`config.mk`:
```
export PLATFORM = sky130hd
export DESIGN_NAME = branch_resolve
export DESIGN_NICKNAME = d
export VERILOG_FILES = /design/src/rtl/branch_resolve.sv
export SDC_FILE = /design/constraint.sdc
export NUM_CORES = 1
export LEC_CHECK = 0
export CAP_MARGIN = 15
export CORE_MARGIN = 8
export CORE_UTILIZATION = 50
export CTS_CLUSTER_SIZE = 28
export DETAILED_ROUTE_END_ITERATION = 10
export GPL_ROUTABILITY_DRIVEN = 1
export PLACE_DENSITY_LB_ADDON = 0.12
export SYNTH_ARGS = -nofsm -noshare
export SYNTH_HDL_FRONTEND = slang
export SYNTH_SLANG_ARGS = --single-unit
export TNS_END_PERCENT = 100
```
`constraint.sdc`:
```
create_clock -name clk -period 14.65 [get_ports clk]
set_input_delay 2.93 -clock clk [delete_from_list [all_inputs] [get_ports clk]]
set_output_delay 2.93 -clock clk [all_outputs]
set_load 0.005 [all_outputs]
```
`src/rtl/branch_resolve.sv`:
```
// branch_resolve -- branch resolution stage for a small in-order pipeline.
//
// Holds two registered slots (ID, EX) fed from the fetch stage. The EX slot
// is resolved combinationally: control-flow instructions are decoded, the
// actual outcome and target computed, and compared with the fetch-time
// prediction. A mispredict raises redirect and squashes both younger slots.
// Conditional branches additionally emit a predictor training strobe.
//
// Optional feature: define BRANCH_STATS_EN to add the branch / mispredict
// statistics counters and their output ports.
//
// Ports:
//   clk, reset          - clock, asynchronous active-high reset
//   stall               - hold both slots, suppress redirect/update/counters
//   if_valid, if_instr, if_pc, if_pred_taken, if_pred_pc
//                       - fetch-stage instruction and its prediction
//   ex_rs1, ex_rs2      - register operands aligned with the EX slot
//   redirect, redirect_pc          - flush + refetch request, correct next PC
//   update_en, actual_taken, update_pc - predictor training outputs
//   stat_branches, stat_mispredicts   - counters (BRANCH_STATS_EN only)

module branch_resolve #(
    parameter int CNT_WIDTH = 32
) (
    input  logic        clk,
    input  logic        reset,
    input  logic        stall,
    input  logic        if_valid,
    input  logic [31:0] if_instr,
    input  logic [31:0] if_pc,
    input  logic        if_pred_taken,
    input  logic [31:0] if_pred_pc,
    input  logic [31:0] ex_rs1,
    input  logic [31:0] ex_rs2,
    output logic        redirect,
    output logic [31:0] redirect_pc,
    output logic        update_en,
    output logic        actual_taken,
    output logic [31:0] update_pc
`ifdef BRANCH_STATS_EN
    ,
    output logic [CNT_WIDTH-1:0] stat_branches,
    output logic [CNT_WIDTH-1:0] stat_mispredicts
`endif
);

    typedef struct packed {
        logic        valid;
        logic [31:0] instr;
        logic [31:0] pc;
        logic        pred_taken;
        logic [31:0] pred_pc;
    } slot_t;

    localparam logic [4:0] OP_JAL    = 5'b11011;
    localparam logic [4:0] OP_BRANCH = 5'b11000;
    localparam logic [4:0] OP_JALR   = 5'b11001;

    slot_t id_slot, ex_slot;

    // ------------------------------------------------------------------
    // Slot pipeline
    // ------------------------------------------------------------------
    always_ff @(posedge clk or posedge reset) begin
        if (reset) begin
            id_slot <= '0;
            ex_slot <= '0;
        end else if (!stall) begin
            if (redirect) begin
                // Both younger instructions are on the wrong path: the one
                // arriving from IF lands in ID already invalidated, and EX
                // receives a bubble instead of the old ID contents.
                id_slot <= '{valid: 1'b0, instr: if_instr, pc: if_pc,
                             pred_taken: if_pred_taken, pred_pc: if_pred_pc};
                ex_slot <= '0;
            end else begin
                ex_slot <= id_slot;
                id_slot <= '{valid: if_valid, instr: if_instr, pc: if_pc,
                             pred_taken: if_pred_taken, pred_pc: if_pred_pc};
            end
        end
    end

    // ------------------------------------------------------------------
    // EX resolution
    // ------------------------------------------------------------------
    logic [4:0]  op5;
    logic [2:0]  funct3;
    logic        is_jal, is_branch, is_jalr;
    logic [31:0] imm_j, imm_b, imm_i;
    logic [31:0] pc_plus4;
    logic        cond;
    logic        taken;
    logic [31:0] target;
    logic        mispredict;

    assign op5       = ex_slot.instr[6:2];
    assign funct3    = ex_slot.instr[14:12];
    assign is_jal    = (op5 == OP_JAL);
    assign is_branch = (op5 == OP_BRANCH);
    assign is_jalr   = (op5 == OP_JALR);

    assign imm_j = {{12{ex_slot.instr[31]}}, ex_slot.instr[19:12], ex_slot.instr[20],
                    ex_slot.instr[30:21], 1'b0};
    assign imm_b = {{20{ex_slot.instr[31]}}, ex_slot.instr[7], ex_slot.instr[30:25],
                    ex_slot.instr[11:8], 1'b0};
    assign imm_i = {{20{ex_slot.instr[31]}}, ex_slot.instr[31:20]};

    assign pc_plus4 = ex_slot.pc + 32'd4;

    always_comb begin
        cond = 1'b0;
        case (funct3)
            3'b000:  cond = (ex_rs1 == ex_rs2);
            3'b001:  cond = (ex_rs1 != ex_rs2);
            3'b100:  cond = ($signed(ex_rs1) <  $signed(ex_rs2));
            3'b101:  cond = ($signed(ex_rs1) >= $signed(ex_rs2));
            3'b110:  cond = (ex_rs1 <  ex_rs2);
            3'b111:  cond = (ex_rs1 >= ex_rs2);
            default: cond = 1'b0;
        endcase
    end

    always_comb begin
        taken  = 1'b0;
        target = 32'd0;
        if (is_jal) begin
            taken  = 1'b1;
            target = ex_slot.pc + imm_j;
        end else if (is_branch) begin
            taken  = cond;
            target = ex_slot.pc + imm_b;
        end else if (is_jalr) begin
            taken  = 1'b1;
            target = (ex_rs1 + imm_i) & 32'hFFFF_FFFE;
        end
    end

    // JALR targets are never trusted from fetch, so it always refetches.
    // A non-control instruction predicted taken falls out of the second term.
    assign mispredict = is_jalr
                      || (taken != ex_slot.pred_taken)
                      || (taken && (ex_slot.pred_pc != target));

    assign redirect     = ex_slot.valid && !stall && mispredict;
    assign redirect_pc  = ex_slot.valid ? (taken ? target : pc_plus4) : 32'd0;
    assign actual_taken = ex_slot.valid && taken;
    assign update_en    = ex_slot.valid && !stall && is_branch;
    assign update_pc    = update_en ? ex_slot.pc : 32'd0;

    // Low opcode bits do not participate in classification.
    logic unused_bits;
    assign unused_bits = &{1'b0, ex_slot.instr[1:0]};

    // ------------------------------------------------------------------
    // Statistics
    // ------------------------------------------------------------------
`ifdef BRANCH_STATS_EN
    always_ff @(posedge clk or posedge reset) begin
        if (reset) begin
            stat_branches    <= '0;
            stat_mispredicts <= '0;
        end else begin
            if (update_en) stat_branches    <= stat_branches + CNT_WIDTH'(1);
            if (redirect)  stat_mispredicts <= stat_mispredicts + CNT_WIDTH'(1);
        end
    end
`else
    logic [CNT_WIDTH-1:0] unused_cnt;
    assign unused_cnt = '0;
`endif

endmodule

```
==> results.json, run 1 <==
{
  "period_share": 0.732,
  "crit_type": "primary input to primary output",
  "ys_types": 86,
  "syn_avg_cell_area_um2": 8.88,
  "post_cts_buffers": 0,
  "crit_fanout": 3,
  "die-area_um2": 37600,
  "p_seq_frac": 0.297,
  "ys_seq_area_frac": 0.304,
  "drt_iter0_markers": 1345,
  "cts_tree": "yes",
  "cts-root-buf": "clkbuf_16",
  "setup_viol_count_final": 0,
  "wl_per_cell_um": 22.4,
  "antenna_found_initial": 1,
  "wirelength_mm": 52.8,
  "dieWidth_um": 194,
  "die_h_um": 194,
  "clockBufferDepth": 2,
  "maxCapViolCount": 0,
  "power.leakage_nw": 8.05,
  "initial_core_util": 0.504,
  "area_growth_syn_to_layout_pct": 19.6,
  "rsz0062_at_grt": "false",
  "period_needed_ns": 10.73,
  "gp_congestion": 0.914,
  "ys_seq_elements": 192,
  "clk_pin_slew_ns": 0.08,
  "fmax_mhz": 93.2,
  "antenna_left": 0,
  "fin_util": 0.603,
  "p_clk_frac": 0.189,
  "crit_required_ns": 11.72,
  "grt_pass1_wl_mm": 82.3,
  "crit_path_start_kind": "primary input",
  "status": "finished, final reports clean",
  "p_switching_w": 0.00114,
  "drive_above_1_share": 0.0986,
  "io_pins": 232,
  "ys.flop_type": "dfrtp_1",
  "p_comb_frac": 0.513,
  "final_common_cell": "clkdlybuf4s50_1",
  "skew_ns": 0.0228,
  "yosys_warnings": 0,
  "cts_sinks": 192,
  "vias": 14700,
  "final_nets": 2208,
  "async_reset_ff_frac": 1.00,
  "drc": 0,
  "finalPower_w": 0.00253,
  "htree_levels": 4,
  "synth_cells": 1781,
  "grt_util_all_layers": 0.272,
  "p_int_w": 0.00140,
  "hold_viol": 0,
  "fillCellCount": 2776,
  "cp_slowest_cell": "clkdlybuf4s50_1",
  "final_cell_mix": "228 x clkdlybuf4s50_1, 197 x a21oi_1, 192 x dfrtp_1",
  "io_buffers": 229,
  "grt_max_degree": 112,
  "std_cell_rows": 65,
  "core_area_um2": 31400,
  "endpoint_kind": "primary output",
  "report.final.slew_viol_count": 0,
  "max_stage_delay_ns": 0.54,
  "cp.arrival_ns": 7.80,
  "place_hpwl_mm": 40.4,
  "via_per_inst": 6.26,
  "syn-cell-area_um2": 15800,
  "vdd_drop_max_v": 0.0000756,
  "grt_overflow": 0,
  "cp_cell_sequence": "clkdlybuf4s50_1 > inv_1 > fa_1 > nor2b_1 > o2111ai_1 > nand3_1 > o21ai_0 > or3_1 > a2111oi_1 > o2111ai_1 > a2111oi_0 > nand3b_1 > nor4b_2 > nand4_4 > and2_1 > clkdlybuf4s50_1",
  "cts_buffers": 17,
  "grt_pass1_vias": 14400,
  "ctsHoldBuffers": 0,
  "fin_setup_tns_ns": 0,
  "cts_resized": 0,
  "synth_fp_nets": 2055,
  "power_density_nw_per_um2": 134,
  "synth_edf_count": 0,
  "tightestPinTransition_ns": 1.12,
  "whs_ns": 0.505,
  "p_sw_frac": 0.449,
  "dr.pass1.iters": 7,
  "clk_latency_ns": 0.45,
  "relSlewSlack": 0.254,
  "holdCritPathClass": "flop to flop"
}
cells in the mapped netlist, drive strengths merged, types with 7 or more instances:
library cell / n / area share
and2: 42 / 0.017
a221oi: 7 / 0.0043
ha: 106 / 0.084
clkbuf: 83 / 0.020
and4: 7 / 0.0039
a21oi: 219 / 0.075
o21ai: 83 / 0.026
o21a: 21 / 0.010
xnor2: 59 / 0.033
nand2b: 8 / 0.0032
and3: 21 / 0.0083
mux2i: 103 / 0.065
nor2: 95 / 0.023
a211o: 8 / 0.0044
nand4: 42 / 0.017
o31ai: 12 / 0.0057
nand3: 50 / 0.016
buf: 27 / 0.0086
xor2: 38 / 0.021
mux2: 98 / 0.070
nor3: 47 / 0.015
nand2: 106 / 0.025
o211ai: 11 / 0.0052
a211oi: 41 / 0.019
a31oi: 17 / 0.0077
inv: 64 / 0.015
a21o: 29 / 0.014
or3: 12 / 0.0047
dfrtp: 192 / 0.30
nor4: 14 / 0.0063
critical path, delay by kind of cell:
family / cells / cell delay (ns)
AOI/OAI and AO/OA: 5 / 1.57
adders and majority gates: 1 / 0.45
buffers and inverters: 3 / 1.10
and+or+nand+nor: 7 / 1.74
final timing paths:
kind / start / end / slack (ns) / depth (start not counted)
worst max-delay path: ex_rs1[1] / redirect / 3.92 / 16
worst min-delay path: id_slot[58]$_DFFE_PP0N_ / id_slot[58]$_DFFE_PP0N_ / 0.51 / 1
worst max register to register: ex_slot[96]$_DFFE_PP0N_ / ex_slot[48]$_DFFE_PP0N_ / 8.91 / 16
worst min register to register: id_slot[58]$_DFFE_PP0N_ / id_slot[58]$_DFFE_PP0N_ / 0.51 / 1
max in group asynchronous: reset / ex_slot[95]$_DFFE_PP0N_ / 10.09 / 3
min in group asynchronous: reset / ex_slot[9]$_DFFE_PP0N_ / 2.99 / 2
power groups by stage:
stage               registers (W)  logic, W  clock network (W)
finish                   0.000753   0.00130           0.000480
global route             0.000762   0.00142           0.000506
CTS                      0.000748   0.00128           0.000488
detailed placement       0.000758   0.00127                  0
global placement         0.000755   0.00124                  0
floorplan                0.000693  0.000915                  0
final cells by class:
cell class	count	area [um2]	share of cell area
Multi-Input combinational cell	1415	10300	0.547
Sequential cell	192	4800	0.254
Timing Repair Buffer	244	2410	0.127
Tap cell	402	503	0.0266
Clock buffer	18	439	0.0232
Inverter	64	248	0.0131
Clock inverter	14	168	0.00886
Antenna cell	1	2.50	0.000132
routing by layer:
metal | wire length [um] | vias to the layer above | global-route usage | share of wire
met3 | 4380 | 54 | 0.0581 | 0.083
met1 | 23700 | 7112 | 0.373 | 0.45
li1 | - | 6969 | - | -
met2 | 23800 | 579 | 0.435 | 0.45
met5 | 0 | - | 0 | 0
met4 | 930 | 0 | 0.0636 | 0.018
metrics by stage:
stage | instances | setup WS [ns] | area [um2]
finish | 2350 | 3.92 | 18900
global placement | 2317 | 3.95 | 18300
detailed placement | 2317 | 3.92 | 18300
CTS | 2349 | 3.90 | 18900
floorplan | 1781 | 5.60 | 15800
global route | 2349 | 3.54 | 18900
cells by family after synthesis:
kind of cell	Yosys count	synth area share
AND/OR/NAND/NOR	472	0.153
flip-flops	192	0.304
adder cells (fa/ha/maj)	109	0.0877
AO/OA/AOI/OAI	535	0.222
XOR/XNOR	98	0.0551
buffers and inverters	174	0.0435
multiplexers	201	0.135
state kept, by name, indices dropped and copies added (netlist names):
signal / count
id_slot: 96
ex_slot: 96
(Power assumes the default switching activity.)
==> run 2, diff against run 1 <==
Clock period 14.65 ns to 11.1 ns, I/O delays scaled along.
==> results.json, run 2 (synthesized netlist as in run 1, its figures left out) <==
{
  "power.leakage_nw": 8.05,
  "insertedDiodeCount": 0,
  "die-area_um2": 37600,
  "p_seq_frac": 0.300,
  "skew_ns": 0.0189,
  "core_area_um2": 31400,
  "htree_levels": 4,
  "multi_input_area_um2": 10300,
  "wl_per_cell_um": 22.1,
  "hold_start": "id_slot[50]$_DFFE_PP0N_",
  "std_cell_rows": 65,
  "power_density_nw_per_um2": 176,
  "drt_iter0_markers": 1295,
  "final_nets": 2208,
  "grt_max_degree": 126,
  "final_cell_mix": "228 x clkdlybuf4s50_1, 197 x a21oi_1, 192 x dfrtp_1",
  "ctsHoldBuffers": 0,
  "period_share": 0.867,
  "fin_cells": 2349,
  "finalPower_w": 0.00333,
  "cts_sinks": 192,
  "endpoint_kind": "primary output",
  "regArea_um2": 4800,
  "antenna_found_initial": 0,
  "p_int_w": 0.00184,
  "rsz0062_at_grt": "false",
  "wirelength_mm": 52.0,
  "max_stage_delay_ns": 0.52,
  "io_buffers": 229,
  "dieWidth_um": 194,
  "dp_cells": 2317,
  "post_cts_buffers": 0,
  "grt_pass1_vias": 14300,
  "worst-path-buf-inv": 4,
  "p_switching_w": 0.00149,
  "drc": 0,
  "vias": 14600,
  "crit_type": "primary input to primary output",
  "cp.arrival_ns": 7.40,
  "vdd_drop_max_v": 0.0000985,
  "io_pins": 232,
  "cp-startpoint": "ex_rs1[1]",
  "gp_congestion": 0.972,
  "area_growth_syn_to_layout_pct": 19.7,
  "grt_util_all_layers": 0.270,
  "holdCritPathClass": "flop to flop",
  "clk_pin_slew_ns": 0.07,
  "report.final.slew_viol_count": 0,
  "p_sw_frac": 0.448,
  "r2r_start": "ex_slot[96]$_DFFE_PP0N_",
  "status": "finished, final reports clean",
  "maxCapViolCount": 0,
  "fin_setup_tns_ns": 0,
  "critPathTopFamily": "simple AND/OR/NAND/NOR gates",
  "dr.pass1.iters": 6,
  "cp_cell_sequence": "clkdlybuf4s50_1 > inv_1 > fa_1 > nor2b_1 > o2111ai_1 > nand3_1 > o21ai_0 > or3_1 > a2111oi_1 > o2111ai_1 > a2111oi_0 > nand3b_1 > nor4b_2 > nand4_4 > buf_4 > and2_1 > clkdlybuf4s50_1",
  "top_regs": "ex_slot (96), id_slot (96)",
  "final_common_cell": "clkdlybuf4s50_1",
  "die_h_um": 194,
  "p_comb_frac": 0.509,
  "cts_buffers": 17,
  "via_per_inst": 6.21,
  "drive_above_1_share": 0.0986,
  "relSlewSlack": 0.211,
  "hold_viol": 0,
  "crit_fanout": 40,
  "fmax_mhz": 104,
  "cts_tree": "yes",
  "fillCellCount": 2747,
  "grt_overflow": 0,
  "cts_resized": 0,
  "tightestPinTransition_ns": 1.18,
  "period_needed_ns": 9.62,
  "clk_latency_ns": 0.45,
  "p_clk_frac": 0.191,
  "crit_required_ns": 8.88,
  "place_hpwl_mm": 39.8,
  "cp_slowest_cell": "clkdlybuf4s50_1",
  "cts-root-buf": "clkbuf_16",
  "clockBufferDepth": 2,
  "crit_path_start_kind": "primary input",
  "initial_core_util": 0.504,
  "grt_pass1_wl_mm": 81.1,
  "antenna_left": 0,
  "setup_viol_count_final": 0
}
-- run 2: stage by stage --
stage,worst slack (ns),util,hold slack (ns),instance area [um2]
after CTS,1.54,0.603,0.509,18900
after floorplan,3.47,-,0.479,15800
after global placement,1.62,0.583,0.487,18300
after global routing,1.16,0.603,0.520,18900
after detailed placement,1.57,0.583,0.491,18300
final,1.48,0.603,0.505,18900
-- run 2: power groups by stage --
| stage | clock network (W) | logic (W) | registers (W) |
|---|---|---|---|
| after floorplan | 0 | 0.00121 | 0.000915 |
| after global placement | 0 | 0.00164 | 0.00100 |
| after detailed placement | 0 | 0.00166 | 0.00101 |
| after CTS | 0.000649 | 0.00167 | 0.000993 |
| after global routing | 0.000674 | 0.00186 | 0.00101 |
| final | 0.000635 | 0.00170 | 0.00100 |
-- run 2: path summary, 6_finish.rpt --
| check | to | slack, ns | cells after the start |
|---|---|---|---|
| max | redirect | 1.48 | 17 |
| min | id_slot[50]$_DFFE_PP0N_ | 0.51 | 1 |
| max reg2reg | ex_slot[81]$_DFFE_PP0N_ | 5.50 | 16 |
| min reg2reg | id_slot[50]$_DFFE_PP0N_ | 0.51 | 1 |
| max in group asynchronous | id_slot[86]$_DFFE_PP0N_ | 7.42 | 3 |
| min in group asynchronous | ex_slot[34]$_DFFE_PP0N_ | 2.30 | 2 |
-- run 2: per-layer routing --
layer	GRT usage	wire length (um)
met4	0.0778	1220
met3	0.0614	4340
met2	0.426	23300
met1	0.366	23100
met5	0	0
-- run 2: worst register-to-register path: stages, from the launching register on --
cell and delay, ns:
dfrtp_1 0.36, buf_4 0.45, ha_1 0.48, a21oi_1 0.31
nor3b_1 0.32, o21ai_0 0.18, a221oi_1 0.43, o31ai_1 0.18
a311oi_1 0.41, o311ai_0 0.33, o31a_1 0.35, o22ai_1 0.16
nor4_2 0.09, nand4_4 0.06, buf_4 0.40, buf_4 0.74
a21oi_1 0.20
-- run 2: final cells by class --
| type | instances | area share |
|---|---|---|
| clock buffer | 17 | 0.0225 |
| clock inverter | 15 | 0.00998 |
| inverter | 64 | 0.0131 |
| multi-input combinational | 1415 | 0.547 |
| sequential | 192 | 0.254 |
| tap | 402 | 0.0266 |
| timing repair buffer | 244 | 0.127 |
